[src/rtl/pipe_hazard_ctrl.sv]
// Pipeline hazard/halt controller: stall on load-use, flush on mispredict, halt/resume FSM.
// Control outputs are zero-latency combinational; State/ResumePC/counters are registered.
module pipe_hazard_ctrl (
    input  logic        CLK,
    input  logic        Reset,
    input  logic [4:0]  ID_RsAdr,
    input  logic [4:0]  ID_RtAdr,
    input  logic        ID_UsesRs,
    input  logic        ID_UsesRt,
    input  logic        EX_Eff,
    input  logic        EX_RegWrite,
    input  logic        EX_MemToReg,
    input  logic [4:0]  EX_WAdr,
    input  logic        EX_Mispredict,
    input  logic        WB_Eff,
    input  logic        WB_Halt,
    input  logic [31:0] WB_PC_plus_four,
    input  logic        Go,
    output logic        PC_En,
    output logic        IFID_En,
    output logic        IFID_Clr,
    output logic        IDEX_Clr,
    output logic        EXMEM_Clr,
    output logic        MemWB_Kill,
    output logic        Resume_Sel,
    output logic [31:0] ResumePC,
    output logic        Halted,
    output logic [1:0]  State,
    output logic [31:0] CycleCnt,
    output logic [15:0] StallCnt,
    output logic [15:0] FlushCnt
);
    typedef enum logic [1:0] {
        ST_RUN    = 2'd0,
        ST_HALT   = 2'd1,
        ST_RESUME = 2'd2,
        ST_BAD    = 2'd3
    } state_t;

    state_t      state_q, state_d;
    logic        go_q, go_d;
    logic [31:0] resume_pc_q, resume_pc_d;
    logic [31:0] cycle_cnt_q, cycle_cnt_d;
    logic [15:0] stall_cnt_q, stall_cnt_d;
    logic [15:0] flush_cnt_q, flush_cnt_d;

    logic halt_hit, load_use, go_rise;

    assign halt_hit = WB_Eff & WB_Halt;
    assign go_rise  = Go & ~go_q;
    assign load_use = EX_Eff & EX_RegWrite & EX_MemToReg & (EX_WAdr != 5'd0) &
                      ((ID_UsesRs & (ID_RsAdr == EX_WAdr)) |
                       (ID_UsesRt & (ID_RtAdr == EX_WAdr)));

    always_comb begin
        state_d     = state_q;
        go_d        = Go;
        resume_pc_d = resume_pc_q;
        cycle_cnt_d = (state_q != ST_HALT) ? cycle_cnt_q + 32'd1 : cycle_cnt_q;
        stall_cnt_d = stall_cnt_q;
        flush_cnt_d = flush_cnt_q;

        PC_En      = 1'b1;
        IFID_En    = 1'b1;
        IFID_Clr   = 1'b0;
        IDEX_Clr   = 1'b0;
        EXMEM_Clr  = 1'b0;
        MemWB_Kill = 1'b0;
        Resume_Sel = 1'b0;

        case (state_q)
            ST_RUN: begin
                if (halt_hit) begin
                    PC_En       = 1'b0;
                    IFID_En     = 1'b0;
                    IFID_Clr    = 1'b1;
                    IDEX_Clr    = 1'b1;
                    EXMEM_Clr   = 1'b1;
                    MemWB_Kill  = 1'b1;
                    resume_pc_d = WB_PC_plus_four;
                    state_d     = ST_HALT;
                end else if (EX_Mispredict) begin
                    // Redirect wins over a stall: the stalled instruction is flushed anyway.
                    IFID_Clr    = 1'b1;
                    IDEX_Clr    = 1'b1;
                    flush_cnt_d = flush_cnt_q + {15'd0, flush_cnt_q != 16'hFFFF};
                end else if (load_use) begin
                    PC_En       = 1'b0;
                    IFID_En     = 1'b0;
                    IDEX_Clr    = 1'b1;
                    stall_cnt_d = stall_cnt_q + {15'd0, stall_cnt_q != 16'hFFFF};
                end
            end
            ST_HALT: begin
                PC_En      = 1'b0;
                IFID_En    = 1'b0;
                IFID_Clr   = 1'b1;
                IDEX_Clr   = 1'b1;
                EXMEM_Clr  = 1'b1;
                MemWB_Kill = 1'b1;
                if (go_rise) state_d = ST_RESUME;
            end
            ST_RESUME: begin
                IFID_En    = 1'b0;
                IFID_Clr   = 1'b1;
                IDEX_Clr   = 1'b1;
                EXMEM_Clr  = 1'b1;
                MemWB_Kill = 1'b1;
                Resume_Sel = 1'b1;
                state_d    = ST_RUN;
            end
            ST_BAD: begin
                PC_En      = 1'b0;
                IFID_En    = 1'b0;
                IFID_Clr   = 1'b1;
                IDEX_Clr   = 1'b1;
                EXMEM_Clr  = 1'b1;
                MemWB_Kill = 1'b1;
                state_d    = ST_RUN;
            end
        endcase

        // Reset holds every pipeline register in bubble regardless of state.
        if (Reset) begin
            PC_En      = 1'b0;
            IFID_En    = 1'b0;
            IFID_Clr   = 1'b1;
            IDEX_Clr   = 1'b1;
            EXMEM_Clr  = 1'b1;
            MemWB_Kill = 1'b1;
            Resume_Sel = 1'b0;
        end
    end

    always_ff @(posedge CLK or posedge Reset) begin
        if (Reset) begin
            state_q     <= ST_RUN;
            go_q        <= 1'b0;
            resume_pc_q <= 32'd0;
            cycle_cnt_q <= 32'd0;
            stall_cnt_q <= 16'd0;
            flush_cnt_q <= 16'd0;
        end else begin
            state_q     <= state_d;
            go_q        <= go_d;
            resume_pc_q <= resume_pc_d;
            cycle_cnt_q <= cycle_cnt_d;
            stall_cnt_q <= stall_cnt_d;
            flush_cnt_q <= flush_cnt_d;
        end
    end

    assign State    = state_q;
    assign Halted   = (state_q == ST_HALT);
    assign ResumePC = resume_pc_q;
    assign CycleCnt = cycle_cnt_q;
    assign StallCnt = stall_cnt_q;
    assign FlushCnt = flush_cnt_q;
endmodule
[config.mk]
export PLATFORM = sky130hd
export DESIGN_NAME = pipe_hazard_ctrl
export DESIGN_NICKNAME = d
export VERILOG_FILES = /design/src/rtl/pipe_hazard_ctrl.sv
export SDC_FILE = /design/constraint.sdc
export NUM_CORES = 1
export LEC_CHECK = 0
export ABC_AREA = 1
export CORE_ASPECT_RATIO = 0.5
export CORE_MARGIN = 10
export CORE_UTILIZATION = 51
export DETAILED_ROUTE_END_ITERATION = 16
export PLACE_DENSITY = 0.84
export RECOVER_POWER = 25
export SLEW_MARGIN = 20
export SYNTH_ARGS = -nofsm -noshare
export SYNTH_HDL_FRONTEND = slang
export SYNTH_SLANG_ARGS = --single-unit
[constraint.sdc]
create_clock -name CLK -period 6.51 [get_ports CLK]
set_input_delay 1.302 -clock CLK [delete_from_list [all_inputs] [get_ports CLK]]
set_output_delay 1.302 -clock CLK [all_outputs]
set_load 0.02 [all_outputs]
==> results.toml <==
[global_route]
grt_pass1_vias = 4990
grt_max_degree = 54
grt-ovfl-total = 0
grt_antenna_before_repair = 0
grt_use_total_pct = 20.00
grt_pass1_wl_mm = 24.54

[cts]
clkTransAtPathRegs_ns = 0.07
cts-hold-fix-buffers = 0
cts_root_buffer = "clkbuf_16"
postCtsSetupBuffers = 0
cts_tree = "built"
cts_resized = 0
cts_sinks = 99
cts_htree_levels = 3
cts_buffer_depth = 2
cts-buffers-inserted = 9
clk_latency_ns = 0.34

[detailed_routing]
drt-met1-wl_mm = 6.007
routedWlPerCell_um = 14.91
viasPerCell = 4.894
routed_wl_mm = 14.93
vias = 4899
met2WireLength_mm = 8.111
ant_nets = 0
wl_met3_um = 639
drcViolationCount = 0
dr.pass1.iters = 4
drt_iter0_drc = 289
topRoutingLayerUsed = "met4"

[worst_setup_path]
worstPathMaxFanout = 34
cpMostUsedCell = "inv_1"
path_class = "input pin to output port"
crit_path_max_incr_delay_ns = 0.62
path_buf_inv = 6
critPathTopFamily = "buffers and inverters"
critPathLaunchType = "input pin"
slowest_stage = "clkdlybuf4s50_1"
worst_ep_arrival_time_ns = 3.26
worstPathCellList = "clkdlybuf4s50_1 -> nand2_1 -> inv_1 -> nand2_1 -> buf_4 -> inv_1 -> nor3_1 -> o21ai_0 -> inv_1 -> clkdlybuf4s50_1"
endpoint_kind = "output port"
cp.required_ns = 5.21

[power_and_ir_drop]
clock_power_share_pct = 25.5
swShare_pct = 35.35
seq_power_share_pct = 39.5
leakage_uw = 0.003434
intPower_uw = 1360
combPwrFrac_pct = 35.0
p_sw_uw = 743.6
peakVddDrop_mv = 0.2722
powerDensity_mw_per_mm2 = 288.1
p_total_uw = 2103

[floorplan]
die_area_mm2 = 0.01501
coreArea_mm2 = 0.01012
ios = 164
rows = 26
start_util_pct = 51.94
die_h_um = 91.78
die_w_um = 163.6

[logic_synthesis]
synthMuxAreaShare_pct = 0
synthArstFlopShare_pct = 100.0
syn-instance-count = 690
synth_seq_cells = 99
synth-simple-area-share_pct = 36.52
synth_top_family_by_area = "simple AND/OR/NAND/NOR gates"
synth.avg_cell_area_um2 = 7.616
synth_area_mm2 = 0.005255
synth_warnings = 0
synth-adder-area-share_pct = 1.190
yosysUniqueCellTypes = 26
syn_nets = 753
synth_compound_area_share_pct = 0.9524
ys_seq_area_share_pct = 47.14
synth_flop_cell = "dfrtp_1"
synthXorXnorAreaFrac_pct = 8.000
synth-edff-count = 0

[sta]
relSlewSlack_pct = 55.25
rsz0062_at_grt = "false"
worst_slack_ns = 1.948
slew_violations = 0
finClkSkew_ns = 0.007531
tightest_slew_ns = 0.6713
period_share_pct = 70.07
finalHoldViolCount = 0
max_freq_ghz = 0.2192
setup_viol = 0
layout_min_cycle_time_ns = 4.562
worst_hold_slack_ns = 0.4197
tns_ns = 0

[cells_and_area]
n_antenna_cell = 0
nNetsFinal = 919
drive_gt1_share_pct = 4.181
syn_to_final_growth_pct = 38.93

[status]
status = "completed"

[place]
numPortBuffers = 163
dp_hpwl_mm = 11.65
pre_cts_ws_ns = 1.946
gp_congestion = 0.9012

[flow_run]
cap_violations = 0

[worst_hold_path]
hp-class = "register to register"
## cells in the mapped netlist, types with 2 or more instances
cell type  instances  area [um^2]
nand2_1          302         1134
dfrtp_1           99         2477
inv_1             63        236.5
nor2_1            55        206.5
xor2_1            29        254.0
nand3_1           23        115.1
xnor2_1           19        166.4
nand4_1           18        112.6
nor3_1            15        75.07
o21ai_0           10        50.05
nand3b_1           7        52.55
buf_2              5        25.02
ha_1               5        62.56
inv_2              5        18.77
nor2_2             5        31.28
nor2_4             5        56.30
and3_1             4        25.02
clkbuf_1           4        15.01
nor4_1             4        25.02
nand2_2            3        18.77
nand3_2            3        30.03
buf_6              2        22.52
nor3b_1            2        15.01
## metal layers
layer,up-vias,track usage (%)
met5,-,0
met1,2334,21.56
li1,2463,-
met4,0,4.586
met3,16,4.906
met2,86,38.58
## flip-flops by register name, indices dropped and copies added, names as in the netlist
name / count
StallCnt: 16
State: 2
ResumePC: 32
FlushCnt: 16
CycleCnt: 32
go_q: 1
## path summary, 6_finish.rpt
path | end | slack [ns] | depth (start not counted) | startpoint
hold reg to reg | State[1]$_DFFE_PP0P_ | 0.42 | 1 | go_q$_DFF_PP0_
min in group asynchronous | ResumePC[31]$_DFFE_PP0P_ | 1.58 | 2 | Reset
max in group asynchronous | CycleCnt[10]$_DFFE_PP0N_ | 3.84 | 3 | Reset
setup reg to reg | CycleCnt[17]$_DFFE_PP0N_ | 4.10 | 9 | State[0]$_DFFE_PP0P_
hold / removal | State[1]$_DFFE_PP0P_ | 0.42 | 1 | go_q$_DFF_PP0_
setup / recovery | PC_En | 1.95 | 10 | WB_Eff
## cell type report
type	count	area, um^2
timing repair buffer	167	1658
sequential	99	2477
multi-input combinational	511	2437
clock buffer	11	232.7
tap	140	175.2
fill	835	2816
inverter	68	257.7
clock inverter	5	62.56
## per-stage QoR
step | cells | area (um^2) | util, %
floorplan | 690 | 5255 | -
global placement | 985 | 7024 | 69.43
detailed placement | 985 | 7024 | 69.43
CTS | 1001 | 7320 | 72.35
global route | 1001 | 7301 | 72.16
finish | 1001 | 7301 | 72.16
## layout by cell type, fill, tap and decap left out, types with 7 or more instances in the layout
master,instances
nand4_1,18
nand2_1,302
clkdlybuf4s50_1,161
nand3b_1,7
xor2_1,29
xnor2_1,19
nor2_1,57
nor3_1,16
clkbuf_16,9
o21ai_0,10
dfrtp_1,99
inv_1,63
nand3_1,24
## power by group through the flow
stage / Combinational [uW] / Sequential, uW / Clock, uW
final: 737 / 830 / 537
after floorplan: 237 / 971 / 0
after detailed placement: 745 / 840 / 0
after global routing: 794 / 846 / 574
after global placement: 730 / 833 / 0
after CTS: 751 / 829 / 547
## cell families after synthesis
logic type | Yosys count
simple gates | 448
flops | 99
fa+ha+maj | 5
compound gates | 10
xor+xnor | 48
buf+inv | 80
Note: power is estimated with default switching activity, not from simulation.
